$ cat config.mk
export PLATFORM = sky130hd
export DESIGN_NAME = gs_latch_packer
export DESIGN_NICKNAME = d
export VERILOG_FILES = /design/src/rtl/gs_latch_packer.sv
export SDC_FILE = /design/constraint.sdc
export NUM_CORES = 1
export LEC_CHECK = 0
export ABC_CLOCK_PERIOD_IN_PS = 5800
export CORE_AREA = 2 2 312 314
export CTS_CLUSTER_SIZE = 28
export DETAILED_ROUTE_END_ITERATION = 8
export DIE_AREA = 0 0 314 316
export PLACE_DENSITY = 0.79
export SYNTH_ARGS = -nofsm -noshare
export SYNTH_HDL_FRONTEND = slang
export SYNTH_SLANG_ARGS = --single-unit
$ cat constraint.sdc
create_clock -name TESTCLK -period 5.8 [get_ports TESTCLK]
set_input_delay 0.87 -clock TESTCLK [delete_from_list [all_inputs] [get_ports TESTCLK]]
set_output_delay 0.87 -clock TESTCLK [all_outputs]
set_load 0.005 [all_outputs]
$ cat src/rtl/gs_latch_packer.sv
// Packs 24-bit RGB pixels, 16 per word, into ping-pong buffered 769-bit grayscale latch words.
// Latency: 16th pixel accepted in cycle n -> word_valid in cycle n+1 when the output side is idle.
// Backpressure: pix_ready drops only while both buffers hold complete words awaiting word_ready.
module gs_latch_packer #(
  parameter int NUM_DRIVERS_CHAINED = 2,
  parameter bit EXPAND              = 1'b1,
  localparam int DW = (NUM_DRIVERS_CHAINED > 1) ? $clog2(NUM_DRIVERS_CHAINED) : 1
) (
  input  logic          TESTCLK,
  input  logic          nReset,
  input  logic          pix_valid,
  output logic          pix_ready,
  input  logic          pix_sof,
  input  logic [23:0]   pix_rgb,
  output logic          word_valid,
  input  logic          word_ready,
  output logic [768:0]  word_data,
  output logic [DW-1:0] word_drv,
  output logic          word_last,
  output logic          sof_err
);

  typedef enum logic [1:0] {
    BUF_EMPTY   = 2'd0,
    BUF_FILLING = 2'd1,
    BUF_FULL    = 2'd2
  } buf_state_e;

  buf_state_e     state_q [2];
  buf_state_e     state_d [2];
  logic [767:0]   data_q  [2];
  logic [DW-1:0]  tag_q   [2];
  logic [3:0]     ch_cnt_q, ch_cnt_d;
  logic [DW-1:0]  drv_cnt_q, drv_cnt_d;
  logic           wr_sel_q, wr_sel_d;
  logic           rd_sel_q, rd_sel_d;
  logic           sof_err_q, sof_err_d;

  logic [1:0]     full_cnt;
  logic           accept, restart, complete, word_hs;
  logic [3:0]     ch_eff;
  logic [DW-1:0]  drv_eff;
  logic [9:0]     slot_base;
  logic [47:0]    pix_gs;

  // Bit-level 8->16 grayscale expansion: replicate the byte or pad with zeros.
  function automatic logic [15:0] expand8(input logic [7:0] c);
    return EXPAND ? {c, c} : {c, 8'h00};
  endfunction

  // Output decode: handshake readiness and the word presented from the read-side buffer.
  always_comb begin
    full_cnt   = {1'b0, state_q[0] == BUF_FULL} + {1'b0, state_q[1] == BUF_FULL};
    pix_ready  = (full_cnt != 2'd2);
    word_valid = (state_q[rd_sel_q] == BUF_FULL);
    word_data  = {1'b0, data_q[rd_sel_q]};
    word_drv   = tag_q[rd_sel_q];
    word_last  = word_valid & (word_drv == DW'(NUM_DRIVERS_CHAINED - 1));
    sof_err    = sof_err_q;
  end

  // Pixel qualification: an out-of-place sof restarts the word as channel 0 of driver 0.
  always_comb begin
    accept    = pix_valid & pix_ready;
    restart   = accept & pix_sof & ((ch_cnt_q != 4'd0) | (drv_cnt_q != '0));
    ch_eff    = restart ? 4'd0 : ch_cnt_q;
    drv_eff   = restart ? '0 : drv_cnt_q;
    complete  = accept & (ch_eff == 4'd15);
    word_hs   = word_valid & word_ready;
    slot_base = {6'd0, ch_eff} * 10'd48;
    pix_gs    = {expand8(pix_rgb[7:0]), expand8(pix_rgb[15:8]), expand8(pix_rgb[23:16])};
  end

  // Buffer FSM next state: write side fills/completes, read side empties on handshake.
  always_comb begin
    for (int b = 0; b < 2; b++) begin
      state_d[b] = state_q[b];
      if (accept && (wr_sel_q == 1'(b)))
        state_d[b] = complete ? BUF_FULL : BUF_FILLING;
      if (word_hs && (rd_sel_q == 1'(b)))
        state_d[b] = BUF_EMPTY;
    end
  end

  // Channel/driver counters and buffer selectors; the 4-bit channel count wraps 15->0 on completion.
  always_comb begin
    ch_cnt_d  = ch_cnt_q;
    drv_cnt_d = drv_cnt_q;
    wr_sel_d  = wr_sel_q;
    rd_sel_d  = rd_sel_q ^ word_hs;
    sof_err_d = accept & pix_sof & (ch_cnt_q != 4'd0);
    if (accept) begin
      ch_cnt_d  = ch_eff + 4'd1;
      drv_cnt_d = drv_eff;
      if (complete) begin
        wr_sel_d  = ~wr_sel_q;
        drv_cnt_d = (drv_eff == DW'(NUM_DRIVERS_CHAINED - 1)) ? '0 : drv_eff + DW'(1);
      end
    end
  end

  // Control state registers.
  always_ff @(posedge TESTCLK or negedge nReset) begin
    if (!nReset) begin
      state_q[0] <= BUF_EMPTY;
      state_q[1] <= BUF_EMPTY;
      ch_cnt_q   <= 4'd0;
      drv_cnt_q  <= '0;
      wr_sel_q   <= 1'b0;
      rd_sel_q   <= 1'b0;
      sof_err_q  <= 1'b0;
    end else begin
      state_q[0] <= state_d[0];
      state_q[1] <= state_d[1];
      ch_cnt_q   <= ch_cnt_d;
      drv_cnt_q  <= drv_cnt_d;
      wr_sel_q   <= wr_sel_d;
      rd_sel_q   <= rd_sel_d;
      sof_err_q  <= sof_err_d;
    end
  end

  // Word storage: each accepted pixel lands in its 48-bit slot; the driver tag is captured on completion.
  always_ff @(posedge TESTCLK or negedge nReset) begin
    if (!nReset) begin
      data_q[0] <= '0;
      data_q[1] <= '0;
      tag_q[0]  <= '0;
      tag_q[1]  <= '0;
    end else if (accept) begin
      data_q[wr_sel_q][slot_base +: 48] <= pix_gs;
      if (complete)
        tag_q[wr_sel_q] <= drv_eff;
    end
  end

endmodule
==> metrics.txt <==
chip width 314 µm; CTS Sinks 782; largest net degree at the start of global routing 156; Primary FF master, synth dfrtp_1; drt first pass iters 9; count of buffers from port buffering 801; async set-reset flop share out of synthesis 100%; Leakage 23.6 nW; Psw 7.15 mW; Flop pwr share 35.3%; Root Driver clkbuf_16; top cells by area, synth dfrtp_1, mux2_2, buf_4; area leader, netlist dfrtp_1; Crit path required time 6320 ps; switch share 36.1%; Num CTS Buffers 85; total power draw 19.8 mW; f_max 0.202 GHz; CTS resizes 0; total vias in the final route 27.9k; # IOs 803; share of cells above drive strength 1 37.6%; final hold slack 316 ps; Synth Cell Area 40300 µm²; synthesized flop and latch total 782; DRT antenna net count 0; Final nets 3725; Setup violations, final 0; clk buf depth 3; number of synthesized flops with an enable pin 0; Cell Rows 114; status finished, final reports clean; Slew HR 18.9%; Post-route DRC 0; arrival time worst endpoint 5480 ps; R2R Path Start state_q[2]; total track usage 25.6%; Setup crit start pix_sof; Yosys warning count 0; vias in the first global route 28.1k; initial detailed-routing violation count 2242; cells after synthesis 3218; setup repair bufs after CTS 0; fin util 52.6%; Post-synth top cells mux2_2, dfrtp_1, buf_4; Post-Syn Nets 3256; combinational power share 35.7%; skew final 18.8 ps; total negative slack 0 ps; post-synth top area share 48.5%; Placement Cell Area 47500 µm²; Pwr Density 392 nW/µm²; Area Overhead vs Synth 25.3%; worst-margin pin slew 1210 ps; Die Y 316 µm; Final Instance Area 50500 µm²; gp weighted congestion 0.969; filler instances 8019; clock share of power 29.0%; Int Pwr 12.7 mW; core area 96000 µm²; Cell Count Post-Placement 4876; cts hold-fix bufs 0; sequential area share after synthesis 48.5%; crit start category primary input; critical path class primary input to register; final worst-path cycle share 85.4%; Initial Util 42.0%; peak supply drop 232 µV; cell with the most instances after synthesis mux2_2; unrepaired setup endpoints after global routing false; initial antenna violation count 8; min Tclk post-route 4950 ps; vias per cell 5.54; Final Instance Count excl. Fillers 5035; dpl ws 300 ps; CP endpoint kind register; routed len/inst 25.9 µm; die area 99200 µm²; Max Cap Violations 0; Max Fanout on Critical Path 9; worst setup margin 845 ps; Hold Crit Class primary input to async pin; # H-tree levels 3; max-slew violation count 0; first-pass GRT wire length 189 mm; post-DP HPWL 95.3 mm; CTS tree yes; Worst-path clk slew 70 ps; Hold Vio Cnt, Final 0; Clock Latency Late Sink 640 ps; grt total ovfl 0; Distinct cells, synth 82; Final Routed Wirelength 131 mm; Mean Syn Cell Area 12.5 µm²
==> flip-flops by register name, indices dropped and copies added (netlist names) <==
| signal | cells |
|---|---|
| ch_cnt_q | 4 |
| data_q | 768 |
| sof_err | 1 |
| state_q | 4 |
| wr_sel_q | 1 |
| tag_q | 2 |
| rd_sel_q | 1 |
| drv_cnt_q | 1 |
==> worst max-delay path, cell delays in order <==
cell and delay (ps):
clkdlybuf4s50_1 540, and2_1 260, nand2_1 160, nand2_1 130, inv_1 90, fa_1 480, buf_4 180, ha_1 450
nand2_1 270, o2bb2ai_1 720, nand2_1 340, nor3_2 550, mux2_2 410
==> metal layers <==
metal / wire, µm / vias to the layer above / track usage (%)
met5: 18 / - / 0
li1: - / 12000 / -
met2: 61900 / 1125 / 41.3
met4: 3760 / 4 / 7.59
met1: 56300 / 14500 / 35.0
met3: 8560 / 229 / 4.84
==> power groups by stage <==
stage	clock network [mW]	registers [mW]	logic, mW
detailed placement	0	7.07	7.01
finish	5.75	6.98	7.07
global route	6.06	7.11	7.52
global placement	0	7.00	6.92
floorplan	0	6.88	4.22
CTS	5.84	6.98	7.05
==> cells by family after synthesis <==
group | after synthesis | share of synthesized area [%]
adder cells (fa/ha/maj) | 9 | 0.298
flip-flops | 782 | 48.5
other | 1 | 0.00930
AND/OR/NAND/NOR | 497 | 6.14
AO/OA/AOI/OAI | 280 | 5.31
XOR/XNOR | 10 | 0.348
buffers and inverters | 546 | 8.83
multiplexers | 1093 | 30.5
==> placed cells by master, fill, tap and decap left out, drive strengths merged, types with 26 or more instances in the layout <==
cell / count
a2bb2oi: 29
dfrtp: 782
clkbuf: 114
mux2: 1070
nand2: 82
nor3: 93
clkdlybuf4s50: 800
a21oi: 76
a22o: 56
o21ai: 37
nor2: 238
buf: 104
inv: 32
nand3: 26
==> final cells by class <==
| type | instances | area, µm² | area share, % |
|---|---|---|---|
| Tap cell | 1276 | 1600 | 3.16 |
| Clock inverter | 41 | 567 | 1.12 |
| Antenna cell | 4 | 10.0 | 0.0198 |
| Timing Repair Buffer | 904 | 8930 | 17.7 |
| Multi-Input combinational cell | 1890 | 17300 | 34.3 |
| Inverter | 24 | 90.1 | 0.178 |
| Clock buffer | 114 | 2420 | 4.78 |
| Sequential cell | 782 | 19600 | 38.7 |
==> final timing paths <==
| kind | cells after the start | to | slack (ps) |
|---|---|---|---|
| worst max-delay path | 13 | data_q[735] | 850 |
| worst min-delay path | 1 | data_q[938] | 320 |
| worst max register to register | 14 | data_q[735] | 880 |
| worst min register to register | 2 | data_q[14] | 480 |
| max in group asynchronous | 2 | data_q[527] | 4070 |
| min in group TESTCLK | 2 | data_q[14] | 480 |
Power figures use the tool's default switching activity.
